### config.mk
export PLATFORM = sky130hd
export DESIGN_NAME = rom_trans_seg_flat
export DESIGN_NICKNAME = d
export VERILOG_FILES = /design/src/rtl/gng_pkg.sv /design/src/rtl/rom_trans_seg_if.sv /design/src/rtl/rom_trans_seg.sv /design/src/flat_wrapper.sv
export SDC_FILE = /design/constraint.sdc
export NUM_CORES = 1
export LEC_CHECK = 0
export CAP_MARGIN = 10
export CORE_AREA = 2 2 39 41
export DETAILED_ROUTE_END_ITERATION = 6
export DIE_AREA = 0 0 41 43
export GPL_TIMING_DRIVEN = 1
export PLACE_DENSITY = 0.4
export SLEW_MARGIN = 10
export SYNTH_ARGS = -nofsm -noshare
export SYNTH_HDL_FRONTEND = slang
export SYNTH_SLANG_ARGS = --single-unit
### constraint.sdc
create_clock -name clk -period 1.1 [get_ports clk]
set_input_delay 0.11 -clock clk [delete_from_list [all_inputs] [get_ports clk]]
set_output_delay 0.11 -clock clk [all_outputs]
set_load 0.05 [all_outputs]
### src/rtl/gng_pkg.sv
// gng_pkg: constants and types shared by the Gaussian noise generator's
// inverse-CDF path (LZD, segment translator, coefficient ROM).
//   LZ_W    : width of the leading-zero-count field
//   SEG_W   : width of a segment index ({lz, sb})
//   MAX_LZ  : largest leading-zero count that owns its own octave
//   SEG_SAT : last segment; every deeper tail code lands here
package gng_pkg;
   localparam int LZ_W   = 6;
   localparam int SEG_W  = LZ_W + 1;
   localparam int MAX_LZ = 61;

   typedef logic [SEG_W-1:0] seg_t;

   localparam seg_t SEG_SAT = seg_t'(2 * MAX_LZ + 1);
endpackage

### src/rtl/rom_trans_seg_if.sv
// rom_trans_seg_if: LZD-to-translator bus.
//   LZDout  : [6:1] leading-zero count, [0] bit after the leading one
//   segment : registered coefficient-ROM segment index
// master = upstream LZD side, slave = the translator.
interface rom_trans_seg_if;
   import gng_pkg::*;

   seg_t LZDout;
   seg_t segment;

   modport master (output LZDout, input  segment);
   modport slave  (input  LZDout, output segment);
endinterface

### src/rtl/rom_trans_seg.sv
// rom_trans_seg: maps the LZD result of the uniform word to the segment
// index of the polynomial-coefficient ROM. One octave per leading-zero
// count, halved by the bit after the leading one; counts past MAX_LZ
// saturate to SEG_SAT. One register stage, no handshake.
//   clk        : rising-edge clock
//   rst        : asynchronous active-low reset, clears segment
//   bus.LZDout : {lz, sb} from the LZD
//   bus.segment: segment index, one cycle after LZDout is sampled
module rom_trans_seg
   import gng_pkg::*;
(
   input  logic           clk,
   input  logic           rst,
   rom_trans_seg_if.slave bus
);

   seg_t seg_next;

   // Explicit per-code table so the segmentation can be re-tuned entry by
   // entry without touching any arithmetic. Today codes up to 123 map to
   // themselves ({lz, sb}); lz = 62/63 collapse onto the last segment.
   always_comb begin
      seg_next = SEG_SAT;
      case (bus.LZDout)
         7'd0:   seg_next = 7'd0;   7'd1:   seg_next = 7'd1;   7'd2:   seg_next = 7'd2;   7'd3:   seg_next = 7'd3;
         7'd4:   seg_next = 7'd4;   7'd5:   seg_next = 7'd5;   7'd6:   seg_next = 7'd6;   7'd7:   seg_next = 7'd7;
         7'd8:   seg_next = 7'd8;   7'd9:   seg_next = 7'd9;   7'd10:  seg_next = 7'd10;  7'd11:  seg_next = 7'd11;
         7'd12:  seg_next = 7'd12;  7'd13:  seg_next = 7'd13;  7'd14:  seg_next = 7'd14;  7'd15:  seg_next = 7'd15;
         7'd16:  seg_next = 7'd16;  7'd17:  seg_next = 7'd17;  7'd18:  seg_next = 7'd18;  7'd19:  seg_next = 7'd19;
         7'd20:  seg_next = 7'd20;  7'd21:  seg_next = 7'd21;  7'd22:  seg_next = 7'd22;  7'd23:  seg_next = 7'd23;
         7'd24:  seg_next = 7'd24;  7'd25:  seg_next = 7'd25;  7'd26:  seg_next = 7'd26;  7'd27:  seg_next = 7'd27;
         7'd28:  seg_next = 7'd28;  7'd29:  seg_next = 7'd29;  7'd30:  seg_next = 7'd30;  7'd31:  seg_next = 7'd31;
         7'd32:  seg_next = 7'd32;  7'd33:  seg_next = 7'd33;  7'd34:  seg_next = 7'd34;  7'd35:  seg_next = 7'd35;
         7'd36:  seg_next = 7'd36;  7'd37:  seg_next = 7'd37;  7'd38:  seg_next = 7'd38;  7'd39:  seg_next = 7'd39;
         7'd40:  seg_next = 7'd40;  7'd41:  seg_next = 7'd41;  7'd42:  seg_next = 7'd42;  7'd43:  seg_next = 7'd43;
         7'd44:  seg_next = 7'd44;  7'd45:  seg_next = 7'd45;  7'd46:  seg_next = 7'd46;  7'd47:  seg_next = 7'd47;
         7'd48:  seg_next = 7'd48;  7'd49:  seg_next = 7'd49;  7'd50:  seg_next = 7'd50;  7'd51:  seg_next = 7'd51;
         7'd52:  seg_next = 7'd52;  7'd53:  seg_next = 7'd53;  7'd54:  seg_next = 7'd54;  7'd55:  seg_next = 7'd55;
         7'd56:  seg_next = 7'd56;  7'd57:  seg_next = 7'd57;  7'd58:  seg_next = 7'd58;  7'd59:  seg_next = 7'd59;
         7'd60:  seg_next = 7'd60;  7'd61:  seg_next = 7'd61;  7'd62:  seg_next = 7'd62;  7'd63:  seg_next = 7'd63;
         7'd64:  seg_next = 7'd64;  7'd65:  seg_next = 7'd65;  7'd66:  seg_next = 7'd66;  7'd67:  seg_next = 7'd67;
         7'd68:  seg_next = 7'd68;  7'd69:  seg_next = 7'd69;  7'd70:  seg_next = 7'd70;  7'd71:  seg_next = 7'd71;
         7'd72:  seg_next = 7'd72;  7'd73:  seg_next = 7'd73;  7'd74:  seg_next = 7'd74;  7'd75:  seg_next = 7'd75;
         7'd76:  seg_next = 7'd76;  7'd77:  seg_next = 7'd77;  7'd78:  seg_next = 7'd78;  7'd79:  seg_next = 7'd79;
         7'd80:  seg_next = 7'd80;  7'd81:  seg_next = 7'd81;  7'd82:  seg_next = 7'd82;  7'd83:  seg_next = 7'd83;
         7'd84:  seg_next = 7'd84;  7'd85:  seg_next = 7'd85;  7'd86:  seg_next = 7'd86;  7'd87:  seg_next = 7'd87;
         7'd88:  seg_next = 7'd88;  7'd89:  seg_next = 7'd89;  7'd90:  seg_next = 7'd90;  7'd91:  seg_next = 7'd91;
         7'd92:  seg_next = 7'd92;  7'd93:  seg_next = 7'd93;  7'd94:  seg_next = 7'd94;  7'd95:  seg_next = 7'd95;
         7'd96:  seg_next = 7'd96;  7'd97:  seg_next = 7'd97;  7'd98:  seg_next = 7'd98;  7'd99:  seg_next = 7'd99;
         7'd100: seg_next = 7'd100; 7'd101: seg_next = 7'd101; 7'd102: seg_next = 7'd102; 7'd103: seg_next = 7'd103;
         7'd104: seg_next = 7'd104; 7'd105: seg_next = 7'd105; 7'd106: seg_next = 7'd106; 7'd107: seg_next = 7'd107;
         7'd108: seg_next = 7'd108; 7'd109: seg_next = 7'd109; 7'd110: seg_next = 7'd110; 7'd111: seg_next = 7'd111;
         7'd112: seg_next = 7'd112; 7'd113: seg_next = 7'd113; 7'd114: seg_next = 7'd114; 7'd115: seg_next = 7'd115;
         7'd116: seg_next = 7'd116; 7'd117: seg_next = 7'd117; 7'd118: seg_next = 7'd118; 7'd119: seg_next = 7'd119;
         7'd120: seg_next = 7'd120; 7'd121: seg_next = 7'd121; 7'd122: seg_next = 7'd122; 7'd123: seg_next = 7'd123;
         // lz = 62, 63: deep tail shares the last segment, sb ignored
         7'd124: seg_next = SEG_SAT; 7'd125: seg_next = SEG_SAT; 7'd126: seg_next = SEG_SAT; 7'd127: seg_next = SEG_SAT;
         default: seg_next = SEG_SAT;
      endcase
   end

   always_ff @(posedge clk or negedge rst) begin
      if (!rst) bus.segment <= '0;
      else      bus.segment <= seg_next;
   end

endmodule

### src/flat_wrapper.sv
// flat-port wrapper written by rule: the top's interface ports become plain ports
module rom_trans_seg_flat import gng_pkg::*;
  (clk, rst, bus_LZDout, bus_segment);
  rom_trans_seg_if bus_i ();
  input  logic clk;
  input  logic rst;
  input wire logic [$bits(bus_i.LZDout)-1:0] bus_LZDout;
  output wire logic [$bits(bus_i.segment)-1:0] bus_segment;
  assign bus_i.LZDout = bus_LZDout;
  assign bus_segment = bus_i.segment;
  rom_trans_seg u_core (.clk(clk), .rst(rst), .bus(bus_i));
endmodule
==> results of run 1 <==
-- metal layers --
layer | vias up | global-route usage | wire [µm]
li1 | 75 | - | -
met1 | 70 | 0.0596 | 187
met2 | 16 | 0.0813 | 171
met3 | 0 | 0.0576 | 100
met4 | 0 | 0.0800 | 0
met5 | - | 0 | 0
-- area by class of cell --
cell class                      count  area, µm²
Clock buffer                        4       26.3
Fill cell                         143        910
Multi-Input combinational cell      4       32.5
Sequential cell                     7        175
Tap cell                           16       20.0
Timing Repair Buffer               15        220
-- placed cells by master, fill, tap and decap left out --
| master | netlist | layout |
|---|---|---|
| dfrtp_1 | 7 | 7 |
| clkbuf_4 | 0 | 3 |
| clkbuf_1 | 0 | 1 |
| buf_12 | 0 | 7 |
| clkdlybuf4s50_1 | 0 | 8 |
| nor2b_1 | 1 | 1 |
| a21o_1 | 2 | 2 |
| and4_4 | 1 | 1 |
-- final timing paths --
| path | from | end | slack, ps | cells past startpoint |
|---|---|---|---|---|
| hold / removal | rst | u_core.bus.segment[0] | 120 | 1 |
| min in group clk | bus_LZDout[3] | u_core.bus.segment[3] | 340 | 1 |
| max in group asynchronous | rst | u_core.bus.segment[1] | 750 | 1 |
| setup / recovery | u_core.bus.segment[0] | bus_segment[0] | 200 | 1 |
-- cell usage after synthesis --
cell type / n / area, µm²
dfrtp_1: 7 / 175
a21o_1: 2 / 15.0
and4_4: 1 / 11.3
nor2b_1: 1 / 6.26
-- power breakdown --
group | switching [mW] | leakage (nW) | internal [mW] | total (mW)
sequential | 0.0116 | 0.0816 | 0.272 | 0.284
clock | 0.0857 | 0.0150 | 0.138 | 0.224
combinational | 0.0689 | 0.118 | 0.0824 | 0.151
total | 0.166 | 0.215 | 0.492 | 0.659
-- metrics by stage --
stage                     instance area (µm²)  worst slack [ps]  cells
after global placement                    448              61.7     42
after global routing                      474               164     46
after floorplan                           208               404     11
after detailed placement                  448              63.6     42
after CTS                                 474               183     46
final                                     474               196     46
-- kinds of logic (layout without fill, tap and decap cells) --
| logic type | after synthesis | in the layout |
|---|---|---|
| AO/OA/AOI/OAI | 2 | 2 |
| flip-flops | 7 | 7 |
| buffers and inverters | 0 | 19 |
| AND/OR/NAND/NOR | 2 | 2 |
==> impl_results.md, run 1 <==
* Outcome: finished clean
* Grt ovf at 0
* TritonCTS clock tree: done
* Final hold violations at 0
* Startpoint types: flop
* IO buf count at 15
* Sequential element share of the synthesized area at 0.843
* Hold Crit Class: input port to asynchronous set/reset pin
* Layout net count at 40
* Clk root buf: clkbuf_4
* Max Clk Rate at 1.11 GHz
* Main combinational cell family by area after synthesis: simple AND/OR/NAND/NOR gates
* Row cnt at 14
* Post-CTS Setup Repair Bufs at 0
* # resized after CTS at 0
* Num Clock Sinks at 7
* Largest register FFs at 7
* Synth warn at 0
* First-pass GRT wire length at between 600 and 700 µm
* Wire per inst at 9.98 µm
* Critical-path top delay cell: dfrtp_1
* Max IR drop VDD at just over 0.4 mV
* Largest Register: u_core.bus.segment
* Number of DRC markers in iteration 0 at 0
* TritonRoute pass-1 iters at 1
* Clock-pin slew on the worst setup and hold paths at about 50 ps
* Via density at about 3.5
* Unique cell type count in the Yosys netlist at 4
* P&R area growth vs syn at 128%
* Simple-gate share of the synthesized area at 0.0843
* CP Max Fanout at 1
* Routed via count at 161
* Number of antenna diodes at 0
* Power density over cell area at roughly 1400 mW/mm²
* WP data required at 990 ps
* WHS at 120 ps
* Synthesized area at 208 µm²
* CP Cell Sequence: buf_12
* Max transition margin at 0.795
* Initial core utilization at 0.150
* Syn Inst Count at 11
* Initial antenna violation count at 0
* Setup tns final at 0 ps
* Vias in the first global route at 188
* Final setup viols at 0
* RD Place Congestion at roughly 0.6
* Share of layout cells above drive strength 1 at 0.367
* Leak at 0.215 nW
* Die area at 0.00176 mm²
* Total Power at between 600 and 700 µW
* Syn nets at 20
* Mean post-synth cell area at roughly 19 µm²
* Max_cap viols at 0
* Post-synthesis mux area share at 0
* Worst Path Arrival at 790 ps
* Synth Area in Adders at 0
* Total GRT Usage at 0.0679
* Num ports at 16
* Synth Area in Compound Gates at 0.0723
* Core area at 0.00138 mm²
* Chip width at 41 µm
* Number of buffers created by CTS at 3
* Largest net degree at the start of global routing at 8
* Largest stage delay on the critical path at 390 ps
* Xor/xnor cell area share of the yosys netlist at 0
* CP Buf/Inv Count at 1
* RSZ-0062 raised after global routing: no
* Largest registers: u_core.bus.segment: 7 flops
* #FFs+latches synth at 7
* Critical path's top delay family: flip-flops
* CTS HTree Levels at 1
* Total Wirelength at 459 µm
* Hold_buf cts at 0
* Kind of critical path: flop to output pin
* CP Capture Type: output pin
* DR DRC count at 0
* Pins over their slew limit at 0
* Post-layout minimum cycle time at 904 ps
* CTS Buffer Depth at 2
* Util after Layout at 0.343
* Die H at 43 µm
* Post-route ant nets at 0
* Slew @ Worst Pin at approximately 300 ps
* Final worst-path cycle share at 0.822
Note: power is estimated with default switching activity, not from simulation.
==> run 2, diff against run 1 <==
--- a/config.mk
+++ b/config.mk
@@ -10,7 +10,7 @@
 export DETAILED_ROUTE_END_ITERATION = 6
 export DIE_AREA = 0 0 41 43
 export GPL_TIMING_DRIVEN = 1
-export PLACE_DENSITY = 0.4
+export PLACE_DENSITY = 0.41
 export SLEW_MARGIN = 10
 export SYNTH_ARGS = -nofsm -noshare
 export SYNTH_HDL_FRONTEND = slang
==> constraint.sdc (replaced) <==
create_clock -name clk -period 0.8 [get_ports clk]
set_input_delay 0.08 -clock clk [delete_from_list [all_inputs] [get_ports clk]]
set_output_delay 0.08 -clock clk [all_outputs]
set_load 0.05 [all_outputs]
==> run 2 against run 1 <==
- the flow now finishes with violations (setup timing)
- clock power increased by 34%
- hold slack got worse by 33 ps
- power increased by 37%
- first-iteration DRC count unchanged
- via count increased by 6.2%
- cell count unchanged
- non-clock buffer count unchanged
- largest power group unchanged
- cell area unchanged
==> impl_results.md, run 2 (synthesis results as in run 1) <==
* Total Wirelength at 479 µm (+4.4%)
* Largest register FFs at 7 (unchanged)
* Failing checks: setup timing
* Largest registers: u_core.bus.segment: 7 flops
* WP data required at 720 ps (-270 ps)
* Max_cap viols at 0 (unchanged)
* Outcome: complete, but fails checks
* CP Max Fanout at 1 (unchanged)
* Power density over cell area at 1900 mW/mm² (+37%)
* Slew @ Worst Pin at 293 ps (-14.0 ps)
* Reg area at 175 µm² (unchanged)
* Pins over their slew limit at 0 (unchanged)
* Critical path's top delay family: flip-flops
* # resized after CTS at 0 (unchanged)
* Post-route ant nets at 0 (unchanged)
* Startpoint types: flop
* Clk root buf: clkbuf_4
* Number of antenna diodes at 0 (unchanged)
* Post-DP HPWL at roughly 410 µm
* CP Buf/Inv Count at 1 (unchanged)
* TritonRoute pass-1 iters at 1 (unchanged)
* Util after Layout at 0.343 (unchanged)
* DR DRC count at 0 (unchanged)
* CP Cell Sequence: buf_12
* CTS Buffer Depth at 2 (unchanged)
* Multi-input gate area at 32.5 µm² (unchanged)
* Max Clk Rate at between 1 and 1.5 GHz
* Max transition margin at 0.804 (+0.00936)
* Worst slack at placement at -224 ps (-288 ps)
* Final setup viols at 7 (+7)
* Kind of critical path: flop to output pin
* Via density at 3.72 (+6.2%)
* Initial core utilization at 0.150 (unchanged)
* Post-layout minimum cycle time at 872 ps
* Wire per inst at 10.4 µm (+4.4%)
* Die area at 0.00176 mm² (unchanged)
* Initial antenna violation count at 0 (unchanged)
* IO buf count at 15 (unchanged)
* Worst Path Arrival at 790 ps (about the same)
* RD Place Congestion at 0.682 (+15%)
* Layout net count at 40 (unchanged)
* Layout fillers at 145 (+1.4%)
* Final hold violations at 0 (unchanged)
* Fin worst setup slack at -72.0 ps (-268 ps)
* Leak at 0.215 nW (unchanged)
* Most frequent cells in the layout: clkdlybuf4s50_1 (8), buf_12 (7), dfrtp_1 (7)
* Total GRT Usage at 0.0874 (+0.0195)
* Largest net degree at the start of global routing at 8 (unchanged)
* P&R area growth vs syn at 128% (unchanged)
* Share of layout cells above drive strength 1 at 0.367 (unchanged)
* Number of buffers created by CTS at 3 (unchanged)
* CP Capture Type: output pin
* Vias in the first global route at 190 (+1.1%)
* Number of DRC markers in iteration 0 at 0 (unchanged)
* RSZ-0062 raised after global routing: yes
* CTS HTree Levels at 1 (unchanged)
* Largest Register: u_core.bus.segment
* Post-CTS Setup Repair Bufs at 0 (unchanged)
* Die H at 43 µm (unchanged)
* Routed via count at 171 (+6.2%)
* First-pass GRT wire length at 883 µm (+27%)
* Hold_buf cts at 0 (unchanged)
* Core area at 0.00138 mm² (unchanged)
* Grt ovf at 0 (unchanged)
* Final worst-path cycle share at 1.09
* TritonCTS clock tree: done
* Num ports at 16 (unchanged)
* Max IR drop VDD at 0.436 mV (+8.0%)
* Critical-path top delay cell: dfrtp_1
* Largest stage delay on the critical path at 390 ps (about the same)
* Commonest non-fill, non-tap cell in the layout: clkdlybuf4s50_1
* Clock-pin slew on the worst setup and hold paths at 50 ps (about the same)
* Chip width at 41 µm (unchanged)
* Hold Crit Class: input port to asynchronous set/reset pin
* Row cnt at 14 (unchanged)
* Num Clock Sinks at 7 (unchanged)
## run 2: cell counts in the layout (fill, tap and decap cells not counted)
No cell type changed its count.
## run 2: final timing paths
check | from | to | cells past startpoint
max | u_core.bus.segment[5] | bus_segment[5] | 1
min | rst | u_core.bus.segment[3] | 1
max in group asynchronous | rst | u_core.bus.segment[1] | 1
min in group clk | bus_LZDout[6] | u_core.bus.segment[6] | 1
## run 2: area by class of cell
cell class                      count  share of cell area
Sequential cell                     7               0.369
Tap cell                           16              0.0422
Multi-Input combinational cell      4              0.0686
Clock buffer                        4              0.0554
Timing Repair Buffer               15               0.464
## run 2: where the power goes
group	switching, mW	total (mW)	internal (mW)	leakage (nW)
Clock	0.112	0.301	0.189	0.0150
Combinational	0.0953	0.209	0.113	0.118
Sequential	0.0156	0.390	0.375	0.0816
Total	0.222	0.899	0.677	0.215
## run 2: metal layers
| metal | share of wire | GRT usage |
|---|---|---|
| met1 | 0.34 | 0.0803 |
| met3 | 0.21 | 0.0733 |
| met5 | 0 | 0 |
| met2 | 0.46 | 0.103 |
| met4 | 0 | 0.100 |
## run 2: stage by stage
step / hold WS, ps / setup TNS (ps) / area, µm² / power [mW] / std cells
floorplan: -216 / 0 / 208 / 0.463 / 11
global placement: 347 / -599 / 448 / 0.607 / 42
detailed placement: 344 / -623 / 448 / 0.607 / 42
CTS: 83.7 / -576 / 474 / 0.921 / 46
global route: 73.0 / -778 / 474 / 0.975 / 46
finish: 86.9 / -461 / 474 / 0.899 / 46
